==> config.mk <==
export PLATFORM = sky130hd
export DESIGN_NAME = control_unit
export DESIGN_NICKNAME = d
export VERILOG_FILES = /design/src/rtl/proc_pkg.sv /design/src/rtl/cu_alu.sv /design/src/rtl/control_unit.sv
export SDC_FILE = /design/constraint.sdc
export NUM_CORES = 1
export LEC_CHECK = 0
export BUFFER_PORTS_ARGS = -buffer_cell sky130_fd_sc_hd__clkbuf_2
export CELL_PAD_IN_SITES_DETAIL_PLACEMENT = 0
export CELL_PAD_IN_SITES_GLOBAL_PLACEMENT = 1
export CORE_MARGIN = 8
export CORE_UTILIZATION = 45
export DETAILED_ROUTE_END_ITERATION = 6
export PLACE_DENSITY_LB_ADDON = 0.08
export SLEW_MARGIN = 10
export SYNTH_ARGS = -nofsm -noshare
export SYNTH_HDL_FRONTEND = slang
export SYNTH_SLANG_ARGS = --single-unit
export TNS_END_PERCENT = 10
==> constraint.sdc <==
create_clock -name clock -period 7.05 [get_ports clock]
set_input_delay 0.3525 -clock clock [delete_from_list [all_inputs] [get_ports clock]]
set_output_delay 0.3525 -clock clock [all_outputs]
set_load 0.005 [all_outputs]
==> src/rtl/proc_pkg.sv <==
//------------------------------------------------------------------------------
// proc_pkg - state codes, opcodes and datapath defaults shared with the sequencer
// Rev 1.0
//------------------------------------------------------------------------------
`default_nettype none

package proc_pkg;

  localparam int DATA_W_DEF = 16;
  localparam int ADDR_W_DEF = 10;
  localparam int STATE_W    = 6;

  localparam logic [STATE_W-1:0] ST_IDLE = 6'd0;
  localparam logic [STATE_W-1:0] ST_F1   = 6'd1;
  localparam logic [STATE_W-1:0] ST_F2   = 6'd2;
  localparam logic [STATE_W-1:0] ST_F3   = 6'd3;
  localparam logic [STATE_W-1:0] ST_L1_1 = 6'd4;
  localparam logic [STATE_W-1:0] ST_L1_2 = 6'd5;
  localparam logic [STATE_W-1:0] ST_L1_3 = 6'd6;
  localparam logic [STATE_W-1:0] ST_L1_4 = 6'd7;
  localparam logic [STATE_W-1:0] ST_L2_1 = 6'd8;
  localparam logic [STATE_W-1:0] ST_L2_2 = 6'd9;
  localparam logic [STATE_W-1:0] ST_L2_3 = 6'd10;
  localparam logic [STATE_W-1:0] ST_L2_4 = 6'd11;
  localparam logic [STATE_W-1:0] ST_S1   = 6'd12;
  localparam logic [STATE_W-1:0] ST_S2   = 6'd13;
  localparam logic [STATE_W-1:0] ST_S3   = 6'd14;
  localparam logic [STATE_W-1:0] ST_S4   = 6'd15;
  localparam logic [STATE_W-1:0] ST_ADD  = 6'd16;
  localparam logic [STATE_W-1:0] ST_MUL  = 6'd17;

  localparam logic [5:0] OP_HALT = 6'd0;
  localparam logic [5:0] OP_LDR1 = 6'd1;
  localparam logic [5:0] OP_LDR2 = 6'd2;
  localparam logic [5:0] OP_STAC = 6'd3;
  localparam logic [5:0] OP_ADD  = 6'd4;
  localparam logic [5:0] OP_MUL  = 6'd5;

  function automatic logic is_legal_state(input logic [STATE_W-1:0] s);
    return (s <= ST_MUL);
  endfunction

endpackage

`default_nettype wire

==> src/rtl/cu_alu.sv <==
//------------------------------------------------------------------------------
// cu_alu - combinational add-with-carry and multiply-with-overflow
// Rev 1.0
//------------------------------------------------------------------------------
`default_nettype none

module cu_alu #(
  parameter int DATA_W = 16
) (
  input  logic [DATA_W-1:0] a,
  input  logic [DATA_W-1:0] b,
  output logic [DATA_W-1:0] sum,
  output logic              carry_out,
  output logic [DATA_W-1:0] prod_lo,
  output logic              prod_ovf
);

  logic [2*DATA_W-1:0] prod;

  always_comb begin
    {carry_out, sum} = {1'b0, a} + {1'b0, b};
    prod             = {{DATA_W{1'b0}}, a} * {{DATA_W{1'b0}}, b};
    prod_lo          = prod[DATA_W-1:0];
    prod_ovf         = |prod[2*DATA_W-1:DATA_W];
  end

endmodule

`default_nettype wire

==> src/rtl/control_unit.sv <==
//------------------------------------------------------------------------------
// control_unit - decodes sequencer state into RAM strobes and register loads
// Rev 1.0; optional retired-instruction counter via CONTROL_UNIT_PERF_CNT_EN
//------------------------------------------------------------------------------
`default_nettype none

module control_unit
  import proc_pkg::*;
#(
  parameter int                DATA_W   = DATA_W_DEF,
  parameter int                ADDR_W   = ADDR_W_DEF,
  parameter logic [ADDR_W-1:0] PC_RESET = '0
) (
  input  logic                clock,
  input  logic                reset,
  input  logic [STATE_W-1:0]  state,
  output logic [DATA_W-1:0]   IR,
  output logic [ADDR_W-1:0]   mem_addr,
  output logic                mem_rd,
  output logic                mem_wr,
  output logic [DATA_W-1:0]   mem_wdata,
  input  logic [DATA_W-1:0]   mem_rdata,
  output logic [DATA_W-1:0]   AC,
  output logic                carry,
  output logic                ovf,
  output logic                halted,
  output logic                err_illegal,
  output logic [15:0]         retired_count
);

  logic [ADDR_W-1:0]  pc;
  logic [ADDR_W-1:0]  ar;
  logic [DATA_W-1:0]  r1;
  logic [DATA_W-1:0]  r2;
  logic [STATE_W-1:0] prev_state;

  logic [DATA_W-1:0]  alu_sum;
  logic               alu_carry;
  logic [DATA_W-1:0]  alu_prod;
  logic               alu_ovf;

  logic [ADDR_W-1:0]  operand;
  assign operand = IR[ADDR_W-1:0];

  cu_alu #(.DATA_W(DATA_W)) u_alu (
    .a         (r1),
    .b         (r2),
    .sum       (alu_sum),
    .carry_out (alu_carry),
    .prod_lo   (alu_prod),
    .prod_ovf  (alu_ovf)
  );

  // Strobes are a pure function of state; the address rests on AR when idle.
  always_comb begin
    mem_addr = ar;
    mem_rd   = 1'b0;
    mem_wr   = 1'b0;
    case (state)
      ST_F1: begin
        mem_addr = pc;
        mem_rd   = 1'b1;
      end
      ST_L1_2, ST_L2_2: mem_rd = 1'b1;
      ST_S3:            mem_wr = 1'b1;
      default: ;
    endcase
  end

  always_ff @(posedge clock or posedge reset) begin
    if (reset) begin
      pc          <= PC_RESET;
      IR          <= '0;
      ar          <= '0;
      r1          <= '0;
      r2          <= '0;
      AC          <= '0;
      mem_wdata   <= '0;
      carry       <= 1'b0;
      ovf         <= 1'b0;
      halted      <= 1'b0;
      err_illegal <= 1'b0;
      prev_state  <= ST_IDLE;
    end else begin
      prev_state <= state;
      case (state)
        ST_IDLE: if (prev_state == ST_F3) halted <= 1'b1;
        ST_F1:   pc <= pc + ADDR_W'(1);
        ST_F2:   IR <= mem_rdata;
        ST_L1_1, ST_L2_1, ST_S1: ar <= operand;
        ST_L1_3: r1 <= mem_rdata;
        ST_L2_3: r2 <= mem_rdata;
        ST_S2:   mem_wdata <= AC;
        ST_ADD: begin
          AC    <= alu_sum;
          carry <= alu_carry;
        end
        ST_MUL: begin
          AC  <= alu_prod;
          ovf <= alu_ovf;
        end
        default: if (!is_legal_state(state)) err_illegal <= 1'b1;
      endcase
    end
  end

`ifdef CONTROL_UNIT_PERF_CNT_EN
  logic [15:0] retired_q;

  always_ff @(posedge clock or posedge reset) begin
    if (reset) begin
      retired_q <= '0;
    end else if (state == ST_F3 && retired_q != 16'hFFFF) begin
      retired_q <= retired_q + 16'd1;
    end
  end

  assign retired_count = retired_q;
`else
  assign retired_count = '0;
`endif

endmodule

`default_nettype wire

# Yosys cells after proc, flatten, opt, wreduce, memory -nomap -nowiden

Cells that the tools add are included.

Add/subtract/negate cells: 2
Bitwise gates (word level): 2
$lt $le $gt $ge: 1
Reduce and logical (&&, ||, !) cells: 8
Eq/ne operators: 14
Multiplexer cells: 4
Multipliers: 1

Operators by type and width:

| operator                | count |
|---|---|
| $eq A6 B4 Y1 const B    | 6 |
| $mul A16 B16 Y32        | 1 |
| $pmux W16 S2            | 1 |
| $eq A6 B3 Y1 const B    | 3 |
| $add A16 B16 Y17        | 1 |
| $reduce_or A16 Y1       | 1 |
| $eq A6 B2 Y1 const B    | 2 |
| $eq A6 B5 Y1 const B    | 2 |
| $reduce_or A11 Y1       | 1 |
| $add A10 B1 Y10 const B | 1 |
| $mux W10                | 1 |
| $eq A6 B1 Y1 const B    | 1 |
| $le A6 B5 Y1 const B    | 1 |
| $logic_not A6 Y1        | 1 |
| $reduce_or A3 Y1        | 2 |
| $reduce_and A2 Y1       | 2 |
| $mux W1                 | 2 |
| $not A1 Y1              | 2 |
| $reduce_bool A2 Y1      | 1 |

Flip-flop bits (word level): 110
Word-level logic and storage cells: 44
Output and inout bits: 80
Bits of input ports: 24

# Longest topological paths before layout

Word-level depth: 4
Depth in mapped cells: 25
Depth with buffers taken out: 23

# Hierarchy

A second synthesis with hierarchy kept.

Cells, all modules: 1396
Area, all modules: 13800.7 um2

Modules (own cells, without submodules):

| module       | cells an instance | sequential area each (um2) | area an instance (um2) | times used |
|---|---|---|---|---|
| cu_alu       | 1056              | 0.0                        | 9093.7                 | 1 |
| control_unit | 340               | 2752.6                     | 4707.0                 | 1 |

# Least setup slack after synthesis

Ideal clock, no wire load.

Kind: reg-to-reg
From: register r2[1]
To: register ovf
Cell stages (with the launch flop): 22
Path slack: 947 ps
Data required time: 6924 ps
Arrival time: 5977 ps
Clock period less this slack: 6103 ps
Setup time: 126 ps
Path buffers: 1
Path through: dfrtp_1 clkbuf_1 nand2_1 fa_1 fa_1 inv_1 fa_1 fa_1 fa_1 inv_1 fa_1 inv_1 ha_1 a21oi_1 a21oi_1 a311oi_4 mux2i_1 a2111oi_0 o2111ai_1 a2111o_1 nor4_2 a21oi_1

Cells in the longest elaborated chain, start to end: 2

Ends and longest elaborated chain:

| what                     | RTL line            | source |
|---|---|---|
| start: declaration       | control_unit.sv:34  | `logic [DATA_W-1:0] r2;` |
| start signal: assignment | control_unit.sv:92  | `ST_L2_3: r2 <= mem_rdata;` |
| $mul A16 B16 Y32         | cu_alu.sv:22        | `prod = {{DATA_W{1'b0}}, a} * {{DATA_W{1'b0}}, b};` |
| $reduce_or A16 Y1        | cu_alu.sv:24        | `prod_ovf = \|prod[2*DATA_W-1:DATA_W];` |
| end signal: assignment   | control_unit.sv:100 | `ovf <= alu_ovf;` |
| end: declaration         | control_unit.sv:25  | `output logic ovf,` |

Every way passes these cells.
A chain may end at the register's enable or synchronous reset.

# Final worst setup path

From: register r1[8]
To: register ovf

Cells in the longest elaborated chain, start to end: 2

Ends and longest elaborated chain:

| what                     | RTL line           | source |
|---|---|---|
| start: declaration       | control_unit.sv:33 | `logic [DATA_W-1:0] r1;` |
| start signal: assignment | control_unit.sv:91 | `ST_L1_3: r1 <= mem_rdata;` |
| $mul A16 B16 Y32         | cu_alu.sv:22       |  |
| $reduce_or A16 Y1        | cu_alu.sv:24       |  |

Every way passes these cells.

==> out/qor.txt <==
Status = finished, final reports clean
Total power = 0.00614 W
Vias per cell = 5.15
Core footprint = 29700 um2
Cell variety after synth = 62
Least-Margin Pin Slew = 0.988 ns
CP Max Fanout = 10
Post-route clock period utilization = 94.8%
Total setup buffers inserted after CTS = 0
Clock sinks = 110
P_sw = 0.00324 W
WP data required = 7.30 ns
Most common flop cell mapped by yosys = dfrtp_1
Synth Area per Inst = 9.58 um2
Reg2reg setup slack = 0.36 ns
Worst path arrival time = 6.94 ns
Total GRT Usage = 19.6%
Largest stage delay on the critical path = 0.54 ns
NumNets Final = 1847
Max-cap violations = 0
Placed instance count = 1886
CP delay by family, top = adder cells
Most frequent cells after synthesis = 222 x inv_1, 220 x nand2_1, 195 x fa_1, 121 x ha_1, 111 x and2_1
Hold WC Path Type = input pin to async pin
Detailed placement HPWL = 28.5 mm
Number of I/O pins = 104
Cell Area, Synth = 13600 um2
Post-route setup TNS = 0 ns
Worst IR Drop VDD = 0.000433 V
YS warnings = 0
Die Area = 36100 um2
Leak Pwr = 7.32 nW
Ranking of synthesized cells by area = fa_1 29%, dfrtp_1 20%, ha_1 11%
Die width = 190 um
Starting Density = 45.9%
Slowest CP cell = dfrtp_1
Final Hold Viols = 0
GPL Wtd Cong = 0.840
Hold buffers post-CTS = 0
Layout Area Growth over Synthesis = 9.04%
Worst skew pair latency = 0.36 ns
Inserted Diodes = 0
Final Max Tran Viols = 0
Crit path kind = register to register
Most used cell along the critical path = fa_1
# DRC = 0
# rows = 63
WP buf/inv = 3
TritonRoute pass-1 iters = 5
Sequential area share after synthesis = 20.2%
Number of global-route vias before repair = 10300
Clk_skew = 0.0185 ns
Cell taking the most area after synthesis = fa_1
Power Internal = 0.00290 W
Combinational Power Share = 76.0%
First-pass GRT wire length = 56.5 mm
Initial DRC count = 398
Asr flop ratio synth = 100%
Fin cells = 1901
CTS Buf Count = 9
Post-synth top area share = 28.6%
Switching Fraction = 52.8%
Vias = 9783
Critical-path cell list = buf_4 -> and2_1 -> fa_1 -> inv_1 -> fa_1 -> fa_1 -> fa_1 -> fa_1 -> inv_1 -> ha_1 -> ha_1 -> a21o_1 -> a31oi_1 -> o22ai_1 -> or4_1 -> nor4_1 -> o2111ai_1 -> a2111o_1 -> nor4_2 -> a21oi_1
Clock Path Buffers = 2
Largest net degree at the start of global routing = 64
Crit end category = register
Die H = 190 um
Fin crit period = 6.69 ns
Root buffer cell = clkbuf_16
Initial antenna violation count = 0
CTS H-tree lvls = 3
Slew headroom = 33.9%
Seq cells post-synth = 110
Drt total wl = 34.4 mm
Reg2reg start = r1[8]
Post-synth EDFFs = 0
Buffers added on ports = 87
Clk slew on worst S/H paths = 0.08 ns
Cells after synthesis = 1424
R2r endpoint = ovf
Critical path startpoint category = register
Setup ws final = 0.363 ns
RSZ-0062 raised after global routing = no
Routed Antenna Nets = 0
Overflow after GRT = 0
Layout cells sized above 1 = 15.0%
CTS tree = yes
Post-place setup slack = 0.246 ns
Flop pwr share = 15.9%
Final setup viols = 0
Count leader, synth = inv_1
WL/cell = 18.1 um
Clock power share = 8.0%
Peak Freq = 0.150 GHz
PwrDens = 413 nW/um2
Cells on worst reg2reg path = 20
Worst hold slack = 0.0525 ns
==> worst max-delay path by stage <==
stage           from  endpoint  slack, ns  cells after the start
2_1_floorplan  r2[1]       ovf       0.95                     21
3_3_place_gp   r2[6]       ovf       0.30                     21
3_5_place_dp   r2[6]       ovf       0.25                     21
4_1_cts        r2[6]       ovf       0.24                     21
5_1_grt        r2[3]       ovf       0.01                     21
6_report       r1[8]       ovf       0.36                     20
==> per-stage QoR <==
stage               util [%]  instance area (um2)
floorplan                  -                13700
global placement        49.1                14600
detailed placement      49.1                14600
CTS                     50.0                14900
global route            50.0                14900
finish                  50.0                14900
==> timing repair <==
| action | 4_1_cts | 5_1_grt |
|---|---|---|
| hold endpoints to repair | 0 | 0 |
| setup endpoints to repair | 0 | 1 |
| resized for setup | 0 | 4 |
==> flip-flops by register name, indices dropped and copies added, names as in the netlist, 6 cells and up <==
register and flops:
IR 16, ar 10, r2 16, prev_state 6, pc 10, AC 16, r1 16, mem_wdata 16
==> kinds of logic after synthesis <==
family                     after synthesis  share of synthesized area (%)
AOI/OAI and AO/OA                      145                           6.81
xor gates and xnor gates                38                           2.44
adders and majority gates              316                           39.7
buffers and inverters                  289                           8.40
DFF                                    110                           20.2
muxes                                   84                           6.85
other                                    1                         0.0275
and+or+nand+nor                        441                           15.6
==> layout by cell type, fill, tap and decap left out, types with 9 or more instances in the layout <==
cell / synthesis / layout
and2_1: 111 / 111
clkbuf_16: 0 / 9
inv_1: 222 / 221
conb_1: 1 / 16
a21oi_1: 43 / 43
mux2_2: 75 / 75
mux2i_1: 9 / 9
dfrtp_1: 110 / 107
nor3_1: 13 / 13
fa_1: 195 / 195
xnor2_1: 27 / 27
ha_1: 121 / 121
buf_4: 16 / 37
nor2_1: 31 / 31
clkbuf_2: 0 / 87
xor2_1: 11 / 11
a21o_1: 11 / 11
nand2_1: 220 / 220
nand3_1: 23 / 23
o21ai_0: 41 / 41
==> layer usage <==
metal / part of all wire (%) / global-route usage [%] / up-vias
met5: 0 / 0 / -
met4: 1.8 / 3.94 / 0
met3: 3.9 / 3.28 / 27
met2: 49 / 32.6 / 156
met1: 45 / 26.7 / 4931
li1: - / - / 4669
==> area by class of cell <==
cell class              count  area (um2)
inverters                 222         836
flip-flops and latches    110        2760
clock buffers              10         239
repair buffers            124         713
multi-input cells        1040        9800
fillers                  2837       14800
clock inverters             5        42.5
well taps                 390         488
==> power groups by stage <==
stage               Clock (W)  Sequential [W]  Combinational (W)
global route         0.000531         0.00100            0.00536
CTS                  0.000508        0.000979            0.00475
detailed placement          0        0.000991            0.00470
floorplan                   0        0.000866            0.00340
global placement            0        0.000990            0.00471
finish               0.000493        0.000979            0.00467
(Power assumes the default switching activity.)
